==> config.mk <==
export PLATFORM = sky130hd
export DESIGN_NAME = v_hier_subarray_flat
export DESIGN_NICKNAME = d
export VERILOG_FILES = /design/src/rtl/v_hier_pkg.sv /design/src/rtl/v_hier_subarray_if.sv /design/src/rtl/v_hier_subcell.sv /design/src/rtl/v_hier_subarray.sv /design/src/flat_wrapper.sv
export SDC_FILE = /design/constraint.sdc
export NUM_CORES = 1
export LEC_CHECK = 0
export CORE_UTILIZATION = 51
export CTS_CLUSTER_DIAMETER = 100
export DETAILED_ROUTE_END_ITERATION = 10
export GPL_TIMING_DRIVEN = 0
export PLACE_DENSITY_LB_ADDON = 0.25
export SLEW_MARGIN = 20
export SYNTH_ARGS = -nofsm -noshare
export SYNTH_HDL_FRONTEND = slang
export SYNTH_SLANG_ARGS = --single-unit
==> constraint.sdc <==
create_clock -name clk -period 5.1 [get_ports clk]
set_input_delay 1.02 -clock clk [delete_from_list [all_inputs] [get_ports clk]]
set_output_delay 1.02 -clock clk [all_outputs]
set_load 0.01 [all_outputs]
==> src/rtl/v_hier_pkg.sv <==
// Shared definitions for the v_hier data leaf.
//   mode_t    : 2-bit operating mode of the sub-array
//   MODE_*    : encodings for pass, invert, hold and tie
package v_hier_pkg;

    typedef logic [1:0] mode_t;

    localparam mode_t MODE_PASS = 2'd0;
    localparam mode_t MODE_INV  = 2'd1;
    localparam mode_t MODE_HOLD = 2'd2;
    localparam mode_t MODE_TIE  = 2'd3;

endpackage

==> src/rtl/v_hier_subarray_if.sv <==
// Bus bundle between the hierarchy top (master) and the v_hier_subarray
// data leaf (slave).
//   avec/en/mode/clr : master -> leaf, sample data, sample valid, mode, counter clear
//   qvec/qvalid      : leaf -> master, last pipeline stage data and valid
//   chg_cnt          : leaf -> master, saturating count of valid output changes
interface v_hier_subarray_if
    import v_hier_pkg::*;
#(
    parameter int WIDTH = 4,
    parameter int CNTW  = 8
);
    logic [WIDTH-1:0] avec;
    logic             en;
    mode_t            mode;
    logic             clr;
    logic [WIDTH-1:0] qvec;
    logic             qvalid;
    logic [CNTW-1:0]  chg_cnt;

    modport master (
        output avec, en, mode, clr,
        input  qvec, qvalid, chg_cnt
    );

    modport slave (
        input  avec, en, mode, clr,
        output qvec, qvalid, chg_cnt
    );
endinterface

==> src/rtl/v_hier_subcell.sv <==
// One channel of the sub-array: a DEPTH-stage 1-bit shift register.
//   clk, reset : clock and asynchronous active-high reset
//   advance    : shift enable; when low every stage keeps its value
//   d          : bit loaded into stage 0 on an advancing edge
//   pre        : bit that the last stage will load on the next advancing edge
//   q          : last stage
module v_hier_subcell #(
    parameter int DEPTH = 2
) (
    input  logic clk,
    input  logic reset,
    input  logic advance,
    input  logic d,
    output logic pre,
    output logic q
);
    logic [DEPTH-1:0] stage_reg;

    always_ff @(posedge clk or posedge reset) begin
        if (reset) begin
            stage_reg <= '0;
        end else if (advance) begin
            for (int k = DEPTH - 1; k > 0; k--) begin
                stage_reg[k] <= stage_reg[k-1];
            end
            stage_reg[0] <= d;
        end
    end

    // With a single stage the last stage is fed straight from d.
    generate
        if (DEPTH == 1) begin : g_pre_d
            assign pre = d;
        end else begin : g_pre_stage
            assign pre = stage_reg[DEPTH-2];
        end
    endgenerate

    assign q = stage_reg[DEPTH-1];
endmodule

==> src/rtl/v_hier_subarray.sv <==
// Parametrised data leaf: WIDTH channels, each a DEPTH-stage registered
// pipeline, with a mode mux in front, a valid pipe alongside and a
// saturating counter of valid output changes.
//   clk, reset : clock and asynchronous active-high reset
//   bus        : slave side of v_hier_subarray_if (avec, en, mode, clr in;
//                qvec, qvalid, chg_cnt out)
module v_hier_subarray
    import v_hier_pkg::*;
#(
    parameter int               WIDTH   = 4,
    parameter int               DEPTH   = 2,
    parameter int               CNTW    = 8,
    parameter logic [WIDTH-1:0] TIE_VAL = {WIDTH{1'b1}}
) (
    input  logic               clk,
    input  logic               reset,
    v_hier_subarray_if.slave   bus
);
    localparam logic [CNTW-1:0] CNT_MAX = '1;

    logic             advance;
    logic [WIDTH-1:0] stage0_d;
    logic [WIDTH-1:0] pre_d;
    logic [WIDTH-1:0] q_d;
    logic [DEPTH-1:0] valid_reg;
    logic             pre_valid;
    logic [CNTW-1:0]  cnt_reg;
    logic [CNTW-1:0]  cnt_next;

    // HOLD freezes everything; the other modes only pick what enters stage 0.
    always_comb begin
        advance  = (bus.mode != MODE_HOLD);
        stage0_d = bus.avec;
        case (bus.mode)
            MODE_INV: stage0_d = ~bus.avec;
            MODE_TIE: stage0_d = TIE_VAL;
            default:  stage0_d = bus.avec;
        endcase
    end

    // Channel 0 is connected by name and channel 2 by position so the
    // hierarchy parser sees both styles.
    generate
        for (genvar gi = 0; gi < WIDTH; gi++) begin : g_ch
            if (gi == 2) begin : g_positional
                v_hier_subcell #(DEPTH) u_cell (clk, reset, advance, stage0_d[gi], pre_d[gi], q_d[gi]);
            end else begin : g_named
                v_hier_subcell #(.DEPTH(DEPTH)) u_cell (
                    .clk     (clk),
                    .reset   (reset),
                    .advance (advance),
                    .d       (stage0_d[gi]),
                    .pre     (pre_d[gi]),
                    .q       (q_d[gi])
                );
            end
        end
    endgenerate

    always_ff @(posedge clk or posedge reset) begin
        if (reset) begin
            valid_reg <= '0;
        end else if (advance) begin
            for (int k = DEPTH - 1; k > 0; k--) begin
                valid_reg[k] <= valid_reg[k-1];
            end
            valid_reg[0] <= bus.en;
        end
    end

    generate
        if (DEPTH == 1) begin : g_pre_valid_en
            assign pre_valid = bus.en;
        end else begin : g_pre_valid_stage
            assign pre_valid = valid_reg[DEPTH-2];
        end
    endgenerate

    // Count an edge where a valid sample replaces a different qvec value.
    always_comb begin
        cnt_next = cnt_reg;
        if (bus.clr) begin
            cnt_next = '0;
        end else if (advance && pre_valid && (pre_d != q_d) && (cnt_reg != CNT_MAX)) begin
            cnt_next = cnt_reg + 1'b1;
        end
    end

    always_ff @(posedge clk or posedge reset) begin
        if (reset) begin
            cnt_reg <= '0;
        end else begin
            cnt_reg <= cnt_next;
        end
    end

    assign bus.qvec    = q_d;
    assign bus.qvalid  = valid_reg[DEPTH-1];
    assign bus.chg_cnt = cnt_reg;
endmodule

==> src/flat_wrapper.sv <==
// flat-port wrapper written by rule: the top's interface ports become plain ports
module v_hier_subarray_flat import v_hier_pkg::*;
#(
    parameter int               WIDTH   = 4,
    parameter int               DEPTH   = 2,
    parameter int               CNTW    = 8,
    parameter logic [WIDTH-1:0] TIE_VAL = {WIDTH{1'b1}}
)
  (clk, reset, bus_avec, bus_en, bus_mode, bus_clr, bus_qvec, bus_qvalid, bus_chg_cnt);
  v_hier_subarray_if #(.WIDTH(WIDTH), .CNTW(CNTW)) bus_i ();
  input  logic clk;
  input  logic reset;
  input wire logic [$bits(bus_i.avec)-1:0] bus_avec;
  input wire logic [$bits(bus_i.en)-1:0] bus_en;
  input wire logic [$bits(bus_i.mode)-1:0] bus_mode;
  input wire logic [$bits(bus_i.clr)-1:0] bus_clr;
  output wire logic [$bits(bus_i.qvec)-1:0] bus_qvec;
  output wire logic [$bits(bus_i.qvalid)-1:0] bus_qvalid;
  output wire logic [$bits(bus_i.chg_cnt)-1:0] bus_chg_cnt;
  assign bus_i.avec = bus_avec;
  assign bus_i.en = bus_en;
  assign bus_i.mode = bus_mode;
  assign bus_i.clr = bus_clr;
  assign bus_qvec = bus_i.qvec;
  assign bus_qvalid = bus_i.qvalid;
  assign bus_chg_cnt = bus_i.chg_cnt;
  v_hier_subarray #(.WIDTH(WIDTH), .DEPTH(DEPTH), .CNTW(CNTW), .TIE_VAL(TIE_VAL)) u_core (.clk(clk), .reset(reset), .bus(bus_i));
endmodule
== After elaboration in Yosys (flattened, before gate mapping) ==
Index checks and enable logic that the tools add are counted.

* $add $sub $neg: 1
* Equal/unequal tests: 5
* Multiplexer cells: 3
* Bitwise logic cells: 1
* Reductions and logical operators: 4

{| class="wikitable"
|+ Operators by type and width
! cell !! number
|-
| 8-bit 2-to-1 mux || 2
|-
| 8-bit by 1-bit adder with 8-bit output (second input constant) || 1
|-
| 8-bit != test (second input constant) || 1
|-
| 4-bit one-hot mux with 2 select lines || 1
|-
| 4-bit != test || 1
|-
| 4-bit inverter || 1
|-
| 1-bit logical AND || 3
|-
| 2-bit by 1-bit == test with 1-bit output (second input constant) || 1
|-
| 2-bit == test (second input constant) || 1
|-
| 2-bit != test (second input constant) || 1
|-
| 2-bit nonzero test || 1
|}

* Register bits: 18
* Output and inout port bits: 13

== Logic depth before layout (Yosys ltp) ==
* Depth in word-level cells: 6
* Depth in mapped cells: 5
* Mapped depth without buffers: 5

== By module ==
Synthesis repeated with hierarchy kept, for this count alone.

* Cell total of the unflattened synthesis: 83
* Area, all modules: 917.1 um2

{| class="wikitable"
|+ Modules (own cells, without submodules)
! module !! instances !! cells each !! area an instance (um2) !! sequential area each (um2)
|-
| v_hier_subarray || 1 || 63 || 611.8 || 250.2
|-
| v_hier_subcell || 4 || 5 || 76.3 || 50.0
|}

== Worst setup path after synthesis ==
OpenSTA, ideal clock, no wires.

* Path kind: input to register
* From: input bus_mode[0]
* To: register u_core.cnt_reg[5] (netlist: u_core.bus.chg_cnt[5])
* Arrival time: 2.080 ns
* Data required time: 4.975 ns
* Path slack: 2.895 ns
* Stages on the path: 5
* Cell sequence: buf_2 > nand2b_1 > o211ai_2 > nor4_1 > mux2_2

* Word-level cells in the longest chain between the ends: 5

{| class="wikitable"
|+ RTL lines
! what !! RTL line !! source
|-
| start, declared || flat_wrapper.sv:15 || <nowiki>input wire logic [$bits(bus_i.mode)-1:0] bus_mode;</nowiki>
|-
| 2-bit != test || v_hier_subarray.sv:32 || <nowiki>advance = (bus.mode != MODE_HOLD);</nowiki>
|-
| 1-bit logical AND (3 in a row) || v_hier_subarray.sv:84 || <nowiki>end else if (advance && pre_valid && (pre_d != q_d) && (cnt_reg != CNT_MAX)) begin</nowiki>
|-
| 2-bit nonzero test (no line) || -- ||
|-
| end signal, assigned || v_hier_subarray.sv:93 || <nowiki>cnt_reg <= cnt_next;</nowiki>
|-
| end, declared || v_hier_subarray.sv:27 || <nowiki>logic [CNTW-1:0] cnt_reg;</nowiki>
|}

Every way passes these cells.
A chain may end at the register's enable or synchronous reset.

== Worst setup path after layout ==
* From: input bus_mode[1]
* To: register u_core.cnt_reg[5] (netlist: u_core.bus.chg_cnt[5])

Same word-level chain as after synthesis.

==> flow_metrics.env <==
export IMPL_synth_top_cell_by_area="dfrtp_1"
export IMPL_setup_viol=0
export IMPL_initial_utilization_pct=54.8
export IMPL_placeableCoreArea_mm2=0.00175
export IMPL_place_area_mm2=0.00120
export IMPL_tritoncts="built"
export IMPL_die_w_um=45.3
export IMPL_drv_cap=0
export IMPL_critPathKind="in -> reg"
export IMPL_final_nets=124
export IMPL_die_h_um=45.3
export IMPL_htreeDepth=1
export IMPL_ys_warn_count=0
export IMPL_yosys_cell_count_top_type="dfrtp_1"
export IMPL_hold_viol=0
export IMPL_grt_max_degree=19
export IMPL_leakagePower_nw=0.488
export IMPL_ys_flop_type="dfrtp_1"
export IMPL_largest_reg_flops=8
export IMPL_finish_instance_area_mm2=0.00122
export IMPL_min_path_type="reg -> reg"
export IMPL_gp_congestion=0.839
export IMPL_synth_seq_area_share_pct=47.1
export IMPL_drc=0
export IMPL_skew_ns=0.00138
export IMPL_status="finished clean"
export IMPL_fin_crit_sh_pct=47.1
export IMPL_synth_top_cell_area_share_pct=47.1
export IMPL_dpl_hpwl_um=1370
export IMPL_cts_sinks=18
export IMPL_slew_headroom_pct=54.1
export IMPL_dieArea_mm2=0.00205
export IMPL_cp_end_kind="flip-flop"
export IMPL_gr_usage_all_layers_pct=20.5
export IMPL_grt_pass1_vias=691
export IMPL_area_growth_pct=27.6
export IMPL_synth_edff_count=0
export IMPL_grt_pass1_wl_um=2930
export IMPL_vdd_drop_max_uv=172
export IMPL_worstSetupStartpoint="bus_mode[1]"
export IMPL_antenna_found_initial=0
export IMPL_drt_total_wl_um=1770
export IMPL_gr_total_overflow=0
export IMPL_first_pass_iters=4
export IMPL_rsz0062_at_grt="false"
export IMPL_multi_input_area_um2=448
export IMPL_hold_start="u_core.valid_reg[1]"
export IMPL_std_cell_rows=15
export IMPL_clock_latency_ns=0.28
export IMPL_yosys_register_bits=18
export IMPL_vias=730
export IMPL_wire_per_inst_um=13.0
export IMPL_cts_root_buf="clkbuf_4"
export IMPL_cts_buffer_depth=2
export IMPL_cts_made_buffers=3
export IMPL_syn_num_nets=98
export IMPL_p_total_mw=0.306
export IMPL_powerDensity_mw_per_mm2=251
export IMPL_maxSlewViolCount=0
export IMPL_clkTransAtPathRegs_ns=0.09
export IMPL_layout_drive_gt1_share_pct=18.9
export IMPL_drt_iter0_drc=7
export IMPL_nFillCells=149
export IMPL_synthDistinctLibCells=27
export IMPL_ios=23
export IMPL_hold_buffers=0
export IMPL_max_freq_mhz=416
export IMPL_min_period_ns=2.40
export IMPL_syn_cell_area_um2=956
export IMPL_critPathRequiredTime_ns=5.28
export IMPL_arrival_ns=2.58
export IMPL_synth_area_leaders="dfrtp_1, mux2_2, nand3_1"
export IMPL_ant_nets=0
export IMPL_portBuffers=21
export IMPL_seq_area_um2=450
export IMPL_synthCells=87
export IMPL_setup_tns_ns=0
export IMPL_num_antenna_cells=0
export IMPL_preCtsSetupSlack_ns=2.38
export IMPL_cp_max_fo=9
export IMPL_cp_start_kind="input port"
export IMPL_ys_async_sr_fraction_pct=100
export IMPL_post_cts_buffers=0
export IMPL_worst_slack_ns=2.70
export IMPL_synth_common_cells="dfrtp_1, mux2_2, nand3_1"
export IMPL_cts_resized=0
export IMPL_r2r_start="u_core.bus.chg_cnt[0]"
export IMPL_tightest_slew_ns=0.688
export IMPL_syn_avg_cell_area_um2=11.0
export IMPL_routed_via_density=5.37
==> layout by cell type, fill, tap and decap left out, types with 3 or more instances in the layout <==
| cell type | instances |
|---|---|
| nor2b_1 | 4 |
| xor2_1 | 4 |
| clkbuf_4 | 3 |
| buf_4 | 4 |
| dfrtp_1 | 18 |
| xnor2_1 | 4 |
| nand3_1 | 7 |
| mux2_2 | 10 |
| a21oi_1 | 4 |
| nor2_1 | 5 |
| clkdlybuf4s50_1 | 21 |
| o22a_1 | 4 |
==> worst max-delay path, cell delays in order <==
cell             delay, ns
clkdlybuf4s50_1       0.48
nand2b_1              0.18
o211ai_2              0.21
nor4_1                0.32
mux2_2                0.37
==> layer usage <==
layer  vias to the layer above  share of wire, %  global-route usage, %
li1                        359                 -                      -
met4                         0              0.68                   10.9
met5                         -                 0                      0
met3                         2               3.5                   4.80
met1                       351                40                   23.3
met2                        18                56                   35.4
==> path summary, 6_finish.rpt <==
path                                              end  slack [ns]  depth (start not counted)
worst max-delay path            u_core.bus.chg_cnt[5]        2.70                          5
worst min-delay path              u_core.valid_reg[1]        0.52                          1
worst max register to register  u_core.bus.chg_cnt[5]        3.30                          5
worst min register to register    u_core.valid_reg[1]        0.52                          1
max in group asynchronous         u_core.valid_reg[1]        3.53                          2
min in group asynchronous       u_core.bus.chg_cnt[0]        1.14                          2
==> cell families after synthesis <==
logic type / count (synthesis) / synth area share (%)
flip-flops: 18 / 47.1
XOR/XNOR: 8 / 7.33
buffers and inverters: 9 / 6.02
AO/OA/AOI/OAI: 14 / 10.7
multiplexers: 10 / 11.8
adder cells (fa/ha/maj): 1 / 1.31
AND/OR/NAND/NOR: 27 / 15.7
==> power by group <==
part,total (mW),leakage [nW],internal [mW],switching [mW]
clock network,0.0683,0.0138,0.0274,0.0409
logic,0.0747,0.255,0.0439,0.0308
registers,0.163,0.219,0.153,0.0100
==> cell type report <==
class                   count  area share [%]
flip-flops and latches     18            36.9
multi-input cells          60            36.7
repair buffers             21            17.2
plain buffers               8            4.41
well taps                  25            2.56
clock buffers               3            1.85
inverters                   1           0.308
==> through the flow <==
stage                     utilization (%)  std cells  hold WS [ns]
after floorplan                         -         87         0.519
after global placement               68.6        133         0.491
after detailed placement             68.6        133         0.502
after CTS                            69.9        136         0.525
after global routing                 69.9        136         0.546
final                                69.9        136         0.521
No activity file was read; power rests on OpenSTA's default activity.
